`src/rtl/sfx_audio_out.sv`:
```
// Pong sound-effect back end: beat index -> square-wave note -> 16-bit left-justified I2S, same sample on both channels.
// A tone change reaches sdin at the next lrck frame (<=512 clk); no backpressure. Optional decay envelope under SFX_FADE_EN.
module sfx_audio_out #(
    parameter int          CLK_HZ       = 100000000,
    parameter logic [15:0] AMP          = 16'h2000,
    parameter int          FADE_SAMPLES = 2048
) (
    input  logic       clk,
    input  logic       reset,
    input  logic [7:0] ibeat,
    input  logic       mute,
    output logic       audio_mclk,
    output logic       audio_lrck,
    output logic       audio_sck,
    output logic       audio_sdin,
    output logic       note_active
);

    localparam logic [31:0] HP_523  = 32'(CLK_HZ / (2 * 523));
    localparam logic [31:0] HP_659  = 32'(CLK_HZ / (2 * 659));
    localparam logic [31:0] HP_784  = 32'(CLK_HZ / (2 * 784));
    localparam logic [31:0] HP_1047 = 32'(CLK_HZ / (2 * 1047));
    localparam logic [31:0] HP_1568 = 32'(CLK_HZ / (2 * 1568));

    logic [8:0]  div_q, div_d;
    logic [7:0]  ibeat_q, ibeat_d;
    logic [31:0] tone_cnt_q, tone_cnt_d;
    logic        level_q, level_d;
    logic [15:0] sample_reg_q, sample_reg_d;
    logic        sdin_q, sdin_d;
    logic        note_active_q, note_active_d;

    logic [31:0] half_period;
    logic        note_on;
    logic        note_chg;
    logic        latch_en;
    logic [15:0] amp;
    logic [15:0] sample_val;
    logic [3:0]  bit_idx;

    // A zero half period doubles as the "silent" marker.
    always_comb begin : note_table
        half_period = 32'd0;
        case (ibeat_q)
            8'd6:    half_period = HP_1047;
            8'd7:    half_period = HP_1568;
            8'd8:    half_period = HP_523;
            8'd9:    half_period = HP_659;
            8'd10:   half_period = HP_784;
            8'd11:   half_period = HP_1047;
            8'd12:   half_period = HP_784;
            8'd13:   half_period = HP_1047;
            default: half_period = 32'd0;
        endcase
        note_on = (half_period != 32'd0);
    end

    assign note_chg = (ibeat != ibeat_q);
    assign latch_en = (div_q == 9'd511);

    always_comb begin : tone_gen
        ibeat_d    = ibeat;
        tone_cnt_d = tone_cnt_q;
        level_d    = level_q;
        if (note_chg || !note_on) begin
            tone_cnt_d = 32'd0;
            level_d    = 1'b0;
        end else if (tone_cnt_q == half_period - 32'd1) begin
            tone_cnt_d = 32'd0;
            level_d    = ~level_q;
        end else begin
            tone_cnt_d = tone_cnt_q + 32'd1;
        end
    end

`ifdef SFX_FADE_EN
    localparam logic [15:0] AMP_FLOOR = AMP >> 4;
    localparam logic [31:0] FADE_LAST = 32'(FADE_SAMPLES - 1);

    logic [15:0] amp_cur_q, amp_cur_d;
    logic [31:0] fade_cnt_q, fade_cnt_d;
    logic [15:0] amp_half;

    always_comb begin : envelope
        amp_cur_d  = amp_cur_q;
        fade_cnt_d = fade_cnt_q;
        amp_half   = amp_cur_q >> 1;
        if (note_chg) begin
            amp_cur_d  = AMP;
            fade_cnt_d = 32'd0;
        end else if (latch_en) begin
            if (fade_cnt_q == FADE_LAST) begin
                fade_cnt_d = 32'd0;
                amp_cur_d  = (amp_half < AMP_FLOOR) ? AMP_FLOOR : amp_half;
            end else begin
                fade_cnt_d = fade_cnt_q + 32'd1;
            end
        end
    end

    always_ff @(posedge clk) begin
        if (!reset) begin
            amp_cur_q  <= AMP;
            fade_cnt_q <= 32'd0;
        end else begin
            amp_cur_q  <= amp_cur_d;
            fade_cnt_q <= fade_cnt_d;
        end
    end

    assign amp = amp_cur_q;
`else
    localparam int fade_unused = FADE_SAMPLES;

    assign amp = AMP;
`endif

    // The sdin flop loads the bit for the next sck period, so the index looks one nibble
    // ahead; at the frame wrap it must read the sample being latched on the same edge.
    always_comb begin : sample_path
        sample_val = level_q ? amp : (16'd0 - amp);
        if (mute || !note_on) begin
            sample_val = 16'd0;
        end
        sample_reg_d  = latch_en ? sample_val : sample_reg_q;
        note_active_d = note_on;
        div_d         = div_q + 9'd1;
        bit_idx       = 4'd14 - div_q[7:4];
        sdin_d        = (div_q[3:0] == 4'hF) ? sample_reg_d[bit_idx] : sdin_q;
    end

    always_ff @(posedge clk) begin
        if (!reset) begin
            div_q         <= 9'd0;
            ibeat_q       <= 8'd0;
            tone_cnt_q    <= 32'd0;
            level_q       <= 1'b0;
            sample_reg_q  <= 16'd0;
            sdin_q        <= 1'b0;
            note_active_q <= 1'b0;
        end else begin
            div_q         <= div_d;
            ibeat_q       <= ibeat_d;
            tone_cnt_q    <= tone_cnt_d;
            level_q       <= level_d;
            sample_reg_q  <= sample_reg_d;
            sdin_q        <= sdin_d;
            note_active_q <= note_active_d;
        end
    end

    assign audio_mclk  = div_q[1];
    assign audio_sck   = div_q[3];
    assign audio_lrck  = div_q[8];
    assign audio_sdin  = sdin_q;
    assign note_active = note_active_q;

endmodule

```
`config.mk`:
```
export PLATFORM = sky130hd
export DESIGN_NAME = sfx_audio_out
export DESIGN_NICKNAME = d
export VERILOG_FILES = /design/src/rtl/sfx_audio_out.sv
export SDC_FILE = /design/constraint.sdc
export NUM_CORES = 1
export LEC_CHECK = 0
export ABC_AREA = 0
export BUFFER_PORTS_ARGS = -buffer_cell sky130_fd_sc_hd__clkbuf_2
export CAP_MARGIN = 10
export CORE_MARGIN = 5
export CORE_UTILIZATION = 30
export CTS_CLUSTER_SIZE = 30
export DETAILED_ROUTE_END_ITERATION = 6
export PLACE_DENSITY_LB_ADDON = 0.25
export SYNTH_ARGS = -nofsm -noshare
export SYNTH_HDL_FRONTEND = slang
export SYNTH_SLANG_ARGS = --single-unit
```
`constraint.sdc`:
```
create_clock -name clk -period 3.82 [get_ports clk]
set_clock_uncertainty 0.2 [all_clocks]
set_input_delay 0.764 -clock clk [delete_from_list [all_inputs] [get_ports clk]]
set_output_delay 0.764 -clock clk [all_outputs]
set_load 0.1 [all_outputs]
```
=== Word-level counts from Yosys, hierarchy flattened ===
Memory sizes are Yosys's and may differ from the RTL's. A register that Yosys moved wholly into a read port is not among the register bits.
Index checks and enable logic that the tools add are counted.

* Bits in registers: 68
* Bits in read-only memories: 272
* Bits of input ports: 11
* Output and inout bits: 5
* Logic and storage cells: 33
* Memories: 1

{| class="wikitable"
|+ Memory list
! memory !! depth !! width !! rd ports !! clocked after memory_dff !! write ports !! RTL line !! RTL
|-
| (no name shown) || 16 || 17 || 1 || 1 || 0 || 44 || <nowiki>case (ibeat_q)</nowiki>
|}

* Add/sub/neg operators: 4
* Magnitude comparators: 1
* Equal/unequal tests: 4
* Mux-type cells: 7
* Bitwise gates (word level): 2
* Reductions and logical operators: 7

{| class="wikitable"
|+ Operators with widths
! cell !! count
|-
| $mux 16 || 3
|-
| $add 32x1->32 const B || 1
|-
| $eq 32x32->1 || 1
|-
| $mux 32 || 1
|-
| $reduce_bool 32->1 || 1
|-
| $sub 32x1->32 const B || 1
|-
| $add 9x1->9 const B || 1
|-
| $eq 9x9->1 const B || 1
|-
| $ne 8x8->1 || 1
|-
| $lt 4x5->1 const B || 1
|-
| $bmux 1 s4 || 1
|-
| $eq 4x4->1 const B || 1
|-
| $logic_not 4->1 || 1
|-
| $mux 4 || 1
|-
| $sub 4x4->4 const A || 1
|-
| $reduce_or 3->1 || 1
|-
| $logic_or 1x1->1 || 2
|-
| $not 1->1 || 2
|-
| $reduce_or 2->1 || 1
|-
| $logic_not 1->1 || 1
|-
| $mux 1 || 1
|}

=== Longest topological paths before layout ===
* Depth after elaboration: 9
* Gate-level depth with buffers: 15
* Gate-level depth less buffers: 11

=== Least setup slack after synthesis ===
OpenSTA, ideal clock, no wires.

* Path kind: register -> register
* From: reg ibeat_q[5]
* To: reg tone_cnt_q[23]
* Library setup time: 0.117 ns
* Data arrival time: 3.187 ns
* Required time: 3.503 ns
* Slack: 0.316 ns
* Stages on the path, launching flop included: 16
* Buffers on the path: 4
* Clock period less this slack: 3.504 ns
* Cell sequence: dfxtp_1 -> nor4_1 -> clkbuf_1 -> buf_2 -> nand2_1 -> ha_1 -> clkbuf_1 -> xor2_1 -> nor4b_1 -> o21ai_0 -> a32o_1 -> nor4_1 -> nand4_1 -> o21bai_2 -> buf_2 -> nor2_1

* Longest elaborated chain between the ends: 6
* Elaborated cells between the ends (all ways): 9
* Those cells by class: add/sub: 1; eq/ne: 2; mux: 1; reduce/logical: 5

{| class="wikitable"
|+ Ends and longest elaborated chain
! what !! RTL line !! RTL
|-
| from (decl) || 26 || <nowiki>logic [7:0] ibeat_q, ibeat_d;</nowiki>
|-
| from (signal assigned) || 143 || <nowiki>ibeat_q <= ibeat_d;</nowiki>
|-
| parallel branches: the longest is 5 deep, another holds $sub 32x1->32 || n/a ||
|-
| $reduce_or 3->1 (no line) * || n/a ||
|-
| to (signal assigned) || 144 || <nowiki>tone_cnt_q <= tone_cnt_d;</nowiki>
|-
| to (decl) || 27 || <nowiki>logic [31:0] tone_cnt_q, tone_cnt_d;</nowiki>
|}

Every way passes the cells marked *.
A chain may end at the register's enable or synchronous reset.

=== Worst setup path after layout ===
* From: reg ibeat_q[5]
* To: reg tone_cnt_q[27]

Same word-level chain as after synthesis.

==> results_dict.tcl <==
set metrics [dict create \
    status "finished, final reports clean" \
    fin_nets 494 \
    period_share_pct 88.8 \
    synthTopCellsByArea "dfxtp_1, xor2_1, and2_1" \
    muxShareOfSynthArea_pct 3.12 \
    drt_first_pass_iters 4 \
    ant_nets 0 \
    seq_area_um2 1600 \
    rows 42 \
    num_io_pins 16 \
    cts_root_buf "clkbuf_16" \
    cap_violations 0 \
    h-tree-depth 3 \
    rsz0062_at_grt "false" \
    clk_pin_slew_ps 60 \
    setup_tns_ps 0 \
    vdd_drop_max_mv 0.202 \
    vias 3201 \
    grt_pass1_vias 3049 \
    grt_max_degree 33 \
    async_flop_share_pct 0 \
    die_y_um 127 \
    diodes 0 \
    drive_gt1_share_pct 9.58 \
    die_w_um 127 \
    drtIter0Drc 157 \
    synth_area_leader_cell "dfxtp_1" \
    ys_seq_area_share_pct 39.2 \
    synth_compound_area_share_pct 11.0 \
    fin_total_pwr_mw 1.89 \
    cts_tree "done" \
    synth_top_area_share_pct 39.2 \
    synth_nets 491 \
    cp_data_arrival_time_ps 3410 \
    synth_top_family_by_area "simple AND/OR/NAND/NOR gates" \
    start_util_pct 30.8 \
    hpwlAfterDp_um 6270 \
    synthXorXnorAreaFrac_pct 12.0 \
    cts.repair.resized 0 \
    antenna_found_initial 0 \
    postLayoutCoreUtil_pct 34.7 \
    leakagePower_nw 1.74 \
    cts_buffer_depth 2 \
    mostFrequentLayoutCell "dfxtp_1" \
    synthesis.area_um2 4090 \
    syn2layout_area_growth_pct 12.8 \
    synth_ff_type "dfxtp_1" \
    ys_ff_latch 80 \
    netlist_instances 472 \
    coreArea_um2 13300 \
    drt-wirelength-per-cell_um 13.1 \
    critPathLaunchType "flip-flop" \
    drt_wl_total_um 8590 \
    synth_warnings 0 \
    cts.hold.buffers_added 0 \
    n_fill_cell 1372 \
    synthAdderAreaFrac_pct 2.45 \
    p_per_area_nw_per_um2 409 \
    cp.required_ps 3840 \
    fin_crit_ps 3390 \
    synth_cell_type_count 56 \
    synth_edf_count 0 \
    grt_pass1_wl_um 14700 \
    clock-sinks 80 \
    clock.fmax_mhz 295 \
    maxSlewViolCount 0 \
    setup_viol 0 \
    worstHoldPathType "flip-flop to flip-flop" \
    place_congestion 0.808 \
    multi_input_area_um2 2360 \
    max_slew_margin_pct 53.7 \
    synthSimpleGateAreaFrac_pct 29.0 \
    grtUsageTotal_pct 11.2 \
    die-area_um2 16100 \
    cts_buffers 9 \
    criticalPathCategory "flip-flop to flip-flop" \
    worstMarginPinSlew_ps 689 \
    whs_ps 250 \
    drcViolationCount 0 \
    vias_per_cell 4.88 \
    post_cts_buffers 0 \
    syn_avg_cell_area_um2 8.67 \
    final_cell_mix "dfxtp_1, nor2_1, xor2_1" \
    cp-end-kind "flip-flop" \
    port_buffers 15 \
    hold_viol 0 \
    overflow 0 \
    worstPathMaxFanout 32 \
    clock_latency_ps 340 \
]
[metrics by stage]
| step | instances | setup WS (ps) | area (um2) |
|---|---|---|---|
| after floorplan | 472 | 316 | 4090 |
| after global placement | 640 | 505 | 4310 |
| after detailed placement | 640 | 406 | 4310 |
| after CTS | 656 | 386 | 4610 |
| after global routing | 656 | 43.3 | 4610 |
| final | 656 | 427 | 4610 |
[where the power goes]
| group | total [mW] | internal, mW | switching (mW) |
|---|---|---|---|
| combinational | 0.169 | 0.0674 | 0.102 |
| sequential | 0.869 | 0.849 | 0.0193 |
| clock | 0.848 | 0.508 | 0.340 |
[metal layers]
layer  global-route usage, %  vias to the layer above  wire length (um)
met4                    5.62                        0               188
met5                       0                        -                 0
met3                    1.89                       12               306
met1                    15.5                     1469              4410
met2                    16.7                       61              3690
li1                        -                     1659                 -
[worst paths after layout]
kind / from / end / slack (ps) / depth (start not counted)
min: div_q[0] / div_q[0] / 250 / 1
max reg2reg: ibeat_q[5] / tone_cnt_q[27] / 430 / 12
max: ibeat_q[5] / tone_cnt_q[27] / 430 / 12
min reg2reg: div_q[0] / div_q[0] / 250 / 1
[cell usage after synthesis, drive strengths merged, types with 3 or more instances]
master  number
o211ai       4
mux4         3
nand4       11
a31oi        3
and3        11
nand2b       3
xnor2       13
a21boi       7
clkbuf      23
ha           8
or4          4
and4         4
o22ai        3
and2        32
inv          4
a21oi       12
nor2        51
nand3       22
nor4        11
xor2        43
buf          6
o31ai        3
nor3         8
nor2b       12
dfxtp       80
o21ai       13
nand2       36
or3          7
mux2i        6
[worst max-delay path: stages, from the launching register on]
cell and delay, ps:
dfxtp_1 330, nor4_2 470, nand2_1 150, ha_1 320, xor2_1 200, nor4b_1 240, o21ai_0 120, a32o_1 200
nor4_1 280, nand4_1 190, o21bai_2 140, buf_4 330, nor2_1 90
[cells by family after synthesis]
group / after synthesis
AND/OR/NAND/NOR: 221
AO/OA/AOI/OAI: 65
adder cells (fa/ha/maj): 8
multiplexers: 9
buffers and inverters: 33
flip-flops: 80
XOR/XNOR: 56
[final cells by class]
| class | instances | area share [%] |
|---|---|---|
| well taps | 176 | 4.77 |
| multi-input cells | 359 | 51.1 |
| flip-flops and latches | 80 | 34.7 |
| clock buffers | 10 | 4.96 |
| inverters | 4 | 0.325 |
| repair buffers | 21 | 2.60 |
| clock inverters | 6 | 1.52 |
(Power assumes the default switching activity.)
